[config.mk]
export PLATFORM = sky130hd
export DESIGN_NAME = qed_shadow_regfile
export DESIGN_NICKNAME = d
export VERILOG_FILES = /design/src/rtl/qed_pkg.sv /design/src/rtl/qed_shadow_regfile.sv
export SDC_FILE = /design/constraint.sdc
export NUM_CORES = 1
export LEC_CHECK = 0
export BUFFER_PORTS_ARGS = -buffer_cell sky130_fd_sc_hd__buf_4
export CAP_MARGIN = 20
export CORE_UTILIZATION = 40
export DETAILED_ROUTE_END_ITERATION = 7
export GPL_TIMING_DRIVEN = 0
export HOLD_SLACK_MARGIN = 0.08
export PLACE_DENSITY = 0.53
export SYNTH_ARGS = -nofsm -noshare
export SYNTH_HDL_FRONTEND = slang
export SYNTH_SLANG_ARGS = --single-unit
export TNS_END_PERCENT = 1
[constraint.sdc]
create_clock -name clk -period 2.76 [get_ports clk]
set_clock_uncertainty 0.15 [all_clocks]
set_input_delay 0.276 -clock clk [delete_from_list [all_inputs] [get_ports clk]]
set_output_delay 0.276 -clock clk [all_outputs]
set_load 0.01 [all_outputs]
[src/rtl/qed_pkg.sv]
// rtl/qed_pkg.sv - shared types and constants for the QED consistency checker
package qed_pkg;

    // Checker FSM: HALT is terminal until reset
    typedef enum logic [1:0] {
        ST_IDLE = 2'd0,
        ST_SCAN = 2'd1,
        ST_HALT = 2'd2
    } qed_state_e;

    localparam logic [1:0] ERR_NONE      = 2'b00;
    localparam logic [1:0] ERR_MISMATCH  = 2'b01;
    localparam logic [1:0] ERR_PARTITION = 2'b10;

    // Registers per half, including the never-written x0/x16 slot
    localparam int QED_HALF_REGS = 16;

    // Bit 4 of a register number selects the duplicate half
    localparam logic DUP_HALF_BIT = 1'b1;

    // Duplicate register that shadows original register r
    function automatic logic [4:0] dup_reg(input logic [4:0] r);
        return {DUP_HALF_BIT, r[3:0]};
    endfunction

endpackage

[src/rtl/qed_shadow_regfile.sv]
// rtl/qed_shadow_regfile.sv - shadow copies of both register halves with an indexed pair compare
module qed_shadow_regfile
    import qed_pkg::*;
#(
    parameter int XLEN = 32
) (
    input  logic            clk,
    input  logic            rst_n,
    input  logic            we_i,
    input  logic            dup_sel_i,
    input  logic [3:0]      widx_i,
    input  logic [XLEN-1:0] wdata_i,
    input  logic [3:0]      cidx_i,
    output logic            mismatch_o
);

    // Entry 0 does not exist: x0 and x16 never hold architectural state worth comparing
    logic [XLEN-1:0] orig_q [1:QED_HALF_REGS-1];
    logic [XLEN-1:0] dup_q  [1:QED_HALF_REGS-1];

    // Single write port; the half is picked by bit 4 of the destination register
    always_ff @(posedge clk or negedge rst_n) begin
        if (!rst_n) begin
            orig_q <= '{default: '0};
            dup_q  <= '{default: '0};
        end else if (we_i && (widx_i != 4'd0)) begin
            if (dup_sel_i) begin
                dup_q[widx_i] <= wdata_i;
            end else begin
                orig_q[widx_i] <= wdata_i;
            end
        end
    end

    // Pair compare for the scanner; index 0 is never a valid pair
    always_comb begin
        mismatch_o = 1'b0;
        if (cidx_i != 4'd0) begin
            mismatch_o = (orig_q[cidx_i] != dup_q[cidx_i]);
        end
    end

endmodule

==> flow_summary.yaml, run 1 <==
pwr:
  clkPwrFrac: 0.356
  vdd_drop_max_mv: 0.4790
  p_total_uw: 39290
  intPower_uw: 28800
  seqPwrFrac: 0.464
  power_frac_comb: 0.181
  powerDensity_nw_per_um2: 771.8
  switching_share: 0.2671
  leakage_uw: 0.02224
  p_sw_uw: 10490
logic_synthesis:
  synth_top_area_cell: "dfrtp_1"
  ys_seq_elements: 960
  ys_warn_count: 0
  ys_seq_area_frac: 0.5515
  syn_area_um2: 43560
  synth_top_cell_area_share: 0.5515
  syn_inst: 2839
  netlist_top_cells_area: "dfrtp_1 (55%), mux2_2 (26%), mux4_2 (9.5%), clkbuf_1 (1.6%), a221oi_1 (1.3%)"
  ys_types: 39
  syn-num-nets: 2883
  syn_area_per_cell_um2: 15.34
worst_setup_path:
  reg2reg_slack_ps: 1800
  r2r_start: "dup_q[425]"
  r2r_end: "dup_q[425]"
  criticalPathCategory: "register to output pin"
  worst_ep_required_time_ps: 2330
  cp.arrival_ps: 3510
  critPathCaptureType: "output pin"
  path_max_fanout: 2
  crit_path_end: "mismatch_o"
  start_kind: "register"
  critPathLaunch: "orig_q[148]"
  r2r_cells: 1
die:
  chipWidth_um: 332.0
  rows: 120
  ioPinCount: 45
  floorplan.initialDensity: 0.4052
  core_um2: 107500
  dieArea_um2: 110200
  die_h_um: 332.0
sta:
  worst_slack_ps: -1179
  max_slew_margin: 0.1959
  finalCritPeriodShare: 1.427
  rsz0062_at_grt: "yes"
  worst_pin_slew_ps: 1206
  finalSetupViolCount: 1
  max_freq_mhz: 253.9
  fin_crit_ps: 3939
  hold_violations: 0
  slew_viol_final: 0
route:
  drtIter0Drc: 2236
  vias: 27550
  wirelength_um: 159400
  drt-pass1-iter-count: 7
  drc: 0
  ant_nets: 0
  routedWlPerCell_um: 35.13
  viasPerCell: 6.071
placement:
  placed_cells: 4308
  place_congestion: 0.9296
  pre_cts_slack_ps: -2524
  portBuffers: 9
  place_hpwl_um: 108900
finish:
  num_antenna_cells: 0
  stdcell_count: 4538
  layout_commonest_cell: "mux2_2"
  areaGrowthSynthToFinish_pct: 16.89
  drive_gt1_frac: 0.4967
  layout_common_cells: "mux2_2 (1020), dfrtp_1 (960), mux4_2 (183), clkbuf_1 (182), clkbuf_16 (108)"
  layout.nets: 3102
clock_network:
  clk_latency_ps: 700
  clk_pin_slew_ps: 60
  h-tree-depth: 3
  clockRootBuffer: "clkbuf_16"
  clockBufferDepth: 3
  cts_sinks: 960
  cts_setup_buffers: 0
  cts_tree: "done"
  cts_made_buffers: 106
grt:
  grt.total_usage: 0.2916
  grt_antenna_before_repair: 11
  overflow: 0
  grt_pass1_vias: 29420
  grt_max_degree: 130
  grt_first_pass_wirelength_um: 226000
outcome:
  violations: "setup timing"
  status: "complete, but fails checks"
flow_run:
  max_cap_violations: 0
worst_hold_path:
  hp-class: "input port to register"
==> logic make-up after synthesis <==
logic type	count (synthesis)	share of synthesized area
and+or+nand+nor	137	0.01430
buffers and inverters	289	0.02835
muxes	1224	0.3634
DFF	960	0.5515
xor gates and xnor gates	59	0.01186
AOI/OAI and AO/OA	170	0.03053
==> worst min-delay path by stage <==
stage / cells past startpoint / from / to
floorplan: 0 / rst_n / dup_q[0]
global placement: 1 / dup_q[361] / dup_q[361]
detailed placement: 1 / rst_n / dup_q[323]
CTS: 2 / wdata_i[20] / dup_q[308]
global route: 2 / wdata_i[20] / dup_q[340]
finish: 2 / wdata_i[20] / dup_q[52]
==> stage by stage <==
step / instance area, um2 / hold WS [ps] / TNS (ps) / utilization
3_3_place_gp: 45380 / 319.9 / -9090890 / 0.4221
2_1_floorplan: 43560 / -169.6 / 0 / -
6_report: 50910 / 97.85 / -1179 / 0.4736
3_5_place_dp: 46460 / 78.66 / -83980 / 0.4322
5_1_grt: 50910 / 100.3 / -1154 / 0.4736
4_1_cts: 50710 / 80.94 / -1203 / 0.4717
==> sequential cells by signal (all words and copies together), names as in the netlist <==
signal and cells:
dup_q 480, orig_q 480
==> power by group through the flow <==
| stage | Sequential, uW | Combinational [uW] | Clock [uW] |
|---|---|---|---|
| floorplan | 17900 | 4750 | 0 |
| global placement | 18200 | 6480 | 0 |
| detailed placement | 18400 | 6820 | 0 |
| CTS | 18200 | 7070 | 14200 |
| global route | 18500 | 7520 | 14800 |
| finish | 18200 | 7100 | 14000 |
==> repair_timing <==
| item | in CTS | in global routing |
|---|---|---|
| endpoints found under the setup margin | 1 | 11 |
| endpoints found under the hold margin | 1224 | 0 |
| pin swaps | 18 | 12 |
| cloned | 0 | 0 |
| hold buffers | 41 | 0 |
| gates resized for setup | 111 | 39 |
==> routing by layer <==
| metal | share of wire | GRT usage | vias up |
|---|---|---|---|
| met2 | 0.47 | 0.4608 | 1064 |
| met5 | 0.00078 | 0 | - |
| met1 | 0.41 | 0.3874 | 15120 |
| li1 | - | - | 10960 |
| met3 | 0.065 | 0.05704 | 381 |
| met4 | 0.052 | 0.1358 | 20 |
==> Yosys cell counts <==
master	instances
and2_1	1
a221oi_2	1
nand2_1	15
o2111ai_1	1
buf_1	52
clkbuf_1	191
nor4_1	5
dfrtp_1	960
nor2b_1	6
nand3_1	7
nand4_1	5
nor3_1	17
o211ai_1	1
mux4_2	183
buf_2	24
a2111oi_1	1
o22ai_1	7
a21oi_1	5
o221ai_1	5
mux2i_1	11
o21ai_0	9
xnor2_1	36
nand2b_1	4
mux2_1	10
o31ai_1	33
a211oi_1	1
and3_1	1
buf_4	8
or4_1	3
a41oi_1	1
inv_1	2
buf_6	12
nor2_1	68
xor2_1	23
or3_1	3
a221oi_1	63
or2_2	2
a22oi_1	42
mux2_2	1020
==> final cells by class <==
type / instances / area, um2
Buffer: 286 / 1520
Clock buffer: 160 / 3198
Clock inverter: 25 / 219.0
Fill cell: 9248 / 56590
Inverter: 2 / 7.507
Multi-Input combinational cell: 1590 / 18570
Sequential cell: 960 / 24020
Tap cell: 1403 / 1755
Timing Repair Buffer: 112 / 1619
==> critical path: stages (launching register included) <==
cell	delay, ps
dfrtp_1	370
mux4_2	520
xor2_2	210
o31ai_4	390
o211ai_1	210
a2111oi_4	520
nand4_1	330
buf_4	250
(Power assumes the default switching activity.)
==> inputs of run 2 (changes only) <==
- REMOVE_ABC_BUFFERS: unset -> 1
- SKIP_CTS_REPAIR_TIMING: unset -> 1
==> run 2 against run 1 <==
The run still ends with setup timing left. Critical path type is now input port to output pin. Hold slack improved by 28 ps. Critical path depth up 5. Sequential share of layout area grew 0.20 points.
==> flow_summary.yaml, run 2 (synthesis gave the netlist of run 1 again) <==
die:
  die_h_um: 332.0
  floorplan.initialDensity: 0.4052
  core_um2: 107500
  dieArea_um2: 110200
  chipWidth_um: 332.0
  rows: 120
  ioPinCount: 45
sta:
  fin_crit_ps: 4155
  finalSetupViolCount: 188
  worst_pin_slew_ps: 1044
  fin_hold_ws_ps: 125.6
  max_freq_mhz: 240.7
  rsz0062_at_grt: "yes"
  hold_violations: 0
  max_slew_margin: 0.2984
  fin_setup_tns_ps: -41950
  worst_slack_ps: -1395
  slew_viol_final: 0
  finalCritPeriodShare: 1.505
worst_setup_path:
  reg2reg_slack_ps: 1320
  start_kind: "input port"
  r2r_end: "dup_q[99]"
  r2r_start: "dup_q[99]"
  critPathCaptureType: "output pin"
  criticalPathCategory: "input port to output pin"
  worst_ep_required_time_ps: 2330
  path_max_fanout: 31
  cp.arrival_ps: 3730
  r2r_cells: 2
worst_hold_path:
  holdPathEnd: "orig_q[251]"
  worstHoldPathCells: 4
  worstHoldStart: "widx_i[0]"
  hp-class: "input port to register"
flow_run:
  max_cap_violations: 0
placement:
  portBuffers: 44
  place_hpwl_um: 72770
  place_congestion: 0.6996
  placedInstanceArea_um2: 46230
route:
  drt-pass1-iter-count: 5
  drc: 0
  wirelength_um: 126900
  drtIter0Drc: 1623
  ant_nets: 0
  routedWlPerCell_um: 29.30
  viasPerCell: 5.831
  vias: 25250
grt:
  grt.total_usage: 0.2256
  grt_first_pass_wirelength_um: 185400
  busiest_layer: "met2"
  grtUsageMet2: 0.3710
  grt_antenna_before_repair: 3
  met1_usage: 0.3133
  grt_use_met3: 0.03526
  grt_max_degree: 130
  grt_pass1_vias: 27730
  overflow: 0
clock_network:
  clk_latency_ps: 670
  cts_sinks: 960
  clockRootBuffer: "clkbuf_16"
  cts_tree: "done"
  clockBufferDepth: 3
  cts_made_buffers: 104
  h-tree-depth: 3
  clk_pin_slew_ps: 60
finish:
  layout.nets: 2891
  areaGrowthSynthToFinish_pct: 16.39
  layout_commonest_cell: "mux2_2"
  fin_area_um2: 50700
  layout_common_cells: "mux2_2 (1020), dfrtp_1 (960), mux4_2 (183), clkbuf_16 (119), a221oi_1 (63)"
  reg_top3: "dup_q (480), orig_q (480)"
  drive_gt1_frac: 0.5361
outcome:
  status: "complete, but fails checks"
  violations: "setup timing"
pwr:
  p_total_uw: 38680
  vdd_drop_max_mv: 0.4346
  powerDensity_nw_per_um2: 762.8
  leakage_uw: 0.02227
==> run 2: changes by cell type in the layout (fill, tap and decap cells not counted), sizes merged, moves of 2 or more <==
cell / delta
clkbuf: -193
buf: -25
bufinv: +6
diode: +3
clkinv: +2
==> run 2: worst max-delay path, cell delays in order <==
cell	delay [ps]
buf_12	220
buf_16	210
buf_16	240
nor2b_4	100
buf_12	180
a221oi_1	460
o31ai_4	140
xnor2_4	340
nand4_1	350
a2111oi_4	430
nand4_1	380
buf_4	280
==> run 2: metrics by stage <==
stage,setup WS (ps),instances,util
2_1_floorplan,-1600,2552,-
3_3_place_gp,-10920,3999,0.4132
3_5_place_dp,-2581,4082,0.4300
4_1_cts,-2583,4266,0.4621
5_1_grt,-1472,4331,0.4716
6_report,-1395,4331,0.4716
==> run 2: layer usage <==
layer	vias to the layer above	wire (um)
met5	-	0
met4	0	2941
met3	208	5193
met2	587	61330
met1	13900	57420
li1	10560	-
==> run 2: final cells by class <==
| class | count | area (um2) |
|---|---|---|
| fill | 9108 | 56800 |
| sequential | 960 | 24020 |
| multi-input combinational | 1591 | 18660 |
| clock buffer | 150 | 3050 |
| timing repair buffer | 188 | 2794 |
| tap | 1403 | 1755 |
| clock inverter | 34 | 400.4 |
| inverter | 2 | 10.01 |
| antenna | 3 | 7.507 |
==> run 2: how the worst max path moves through the flow <==
stage	startpoint	endpoint	slack (ps)	depth (start not counted)
2_1_floorplan	dup_sel_i	orig_q[100]	-1600	3
3_3_place_gp	cidx_i[0]	mismatch_o	-10920	9
3_5_place_dp	cidx_i[0]	mismatch_o	-2580	11
4_1_cts	cidx_i[0]	mismatch_o	-2580	11
5_1_grt	orig_q[7]	mismatch_o	-1470	8
6_report	cidx_i[1]	mismatch_o	-1390	12
==> run 2: where the power goes <==
part	switching, uW	total (uW)	internal [uW]
logic	2590	6410	3810
registers	1350	18200	16800
clock network	5720	14100	8380
total	9660	38700	29000
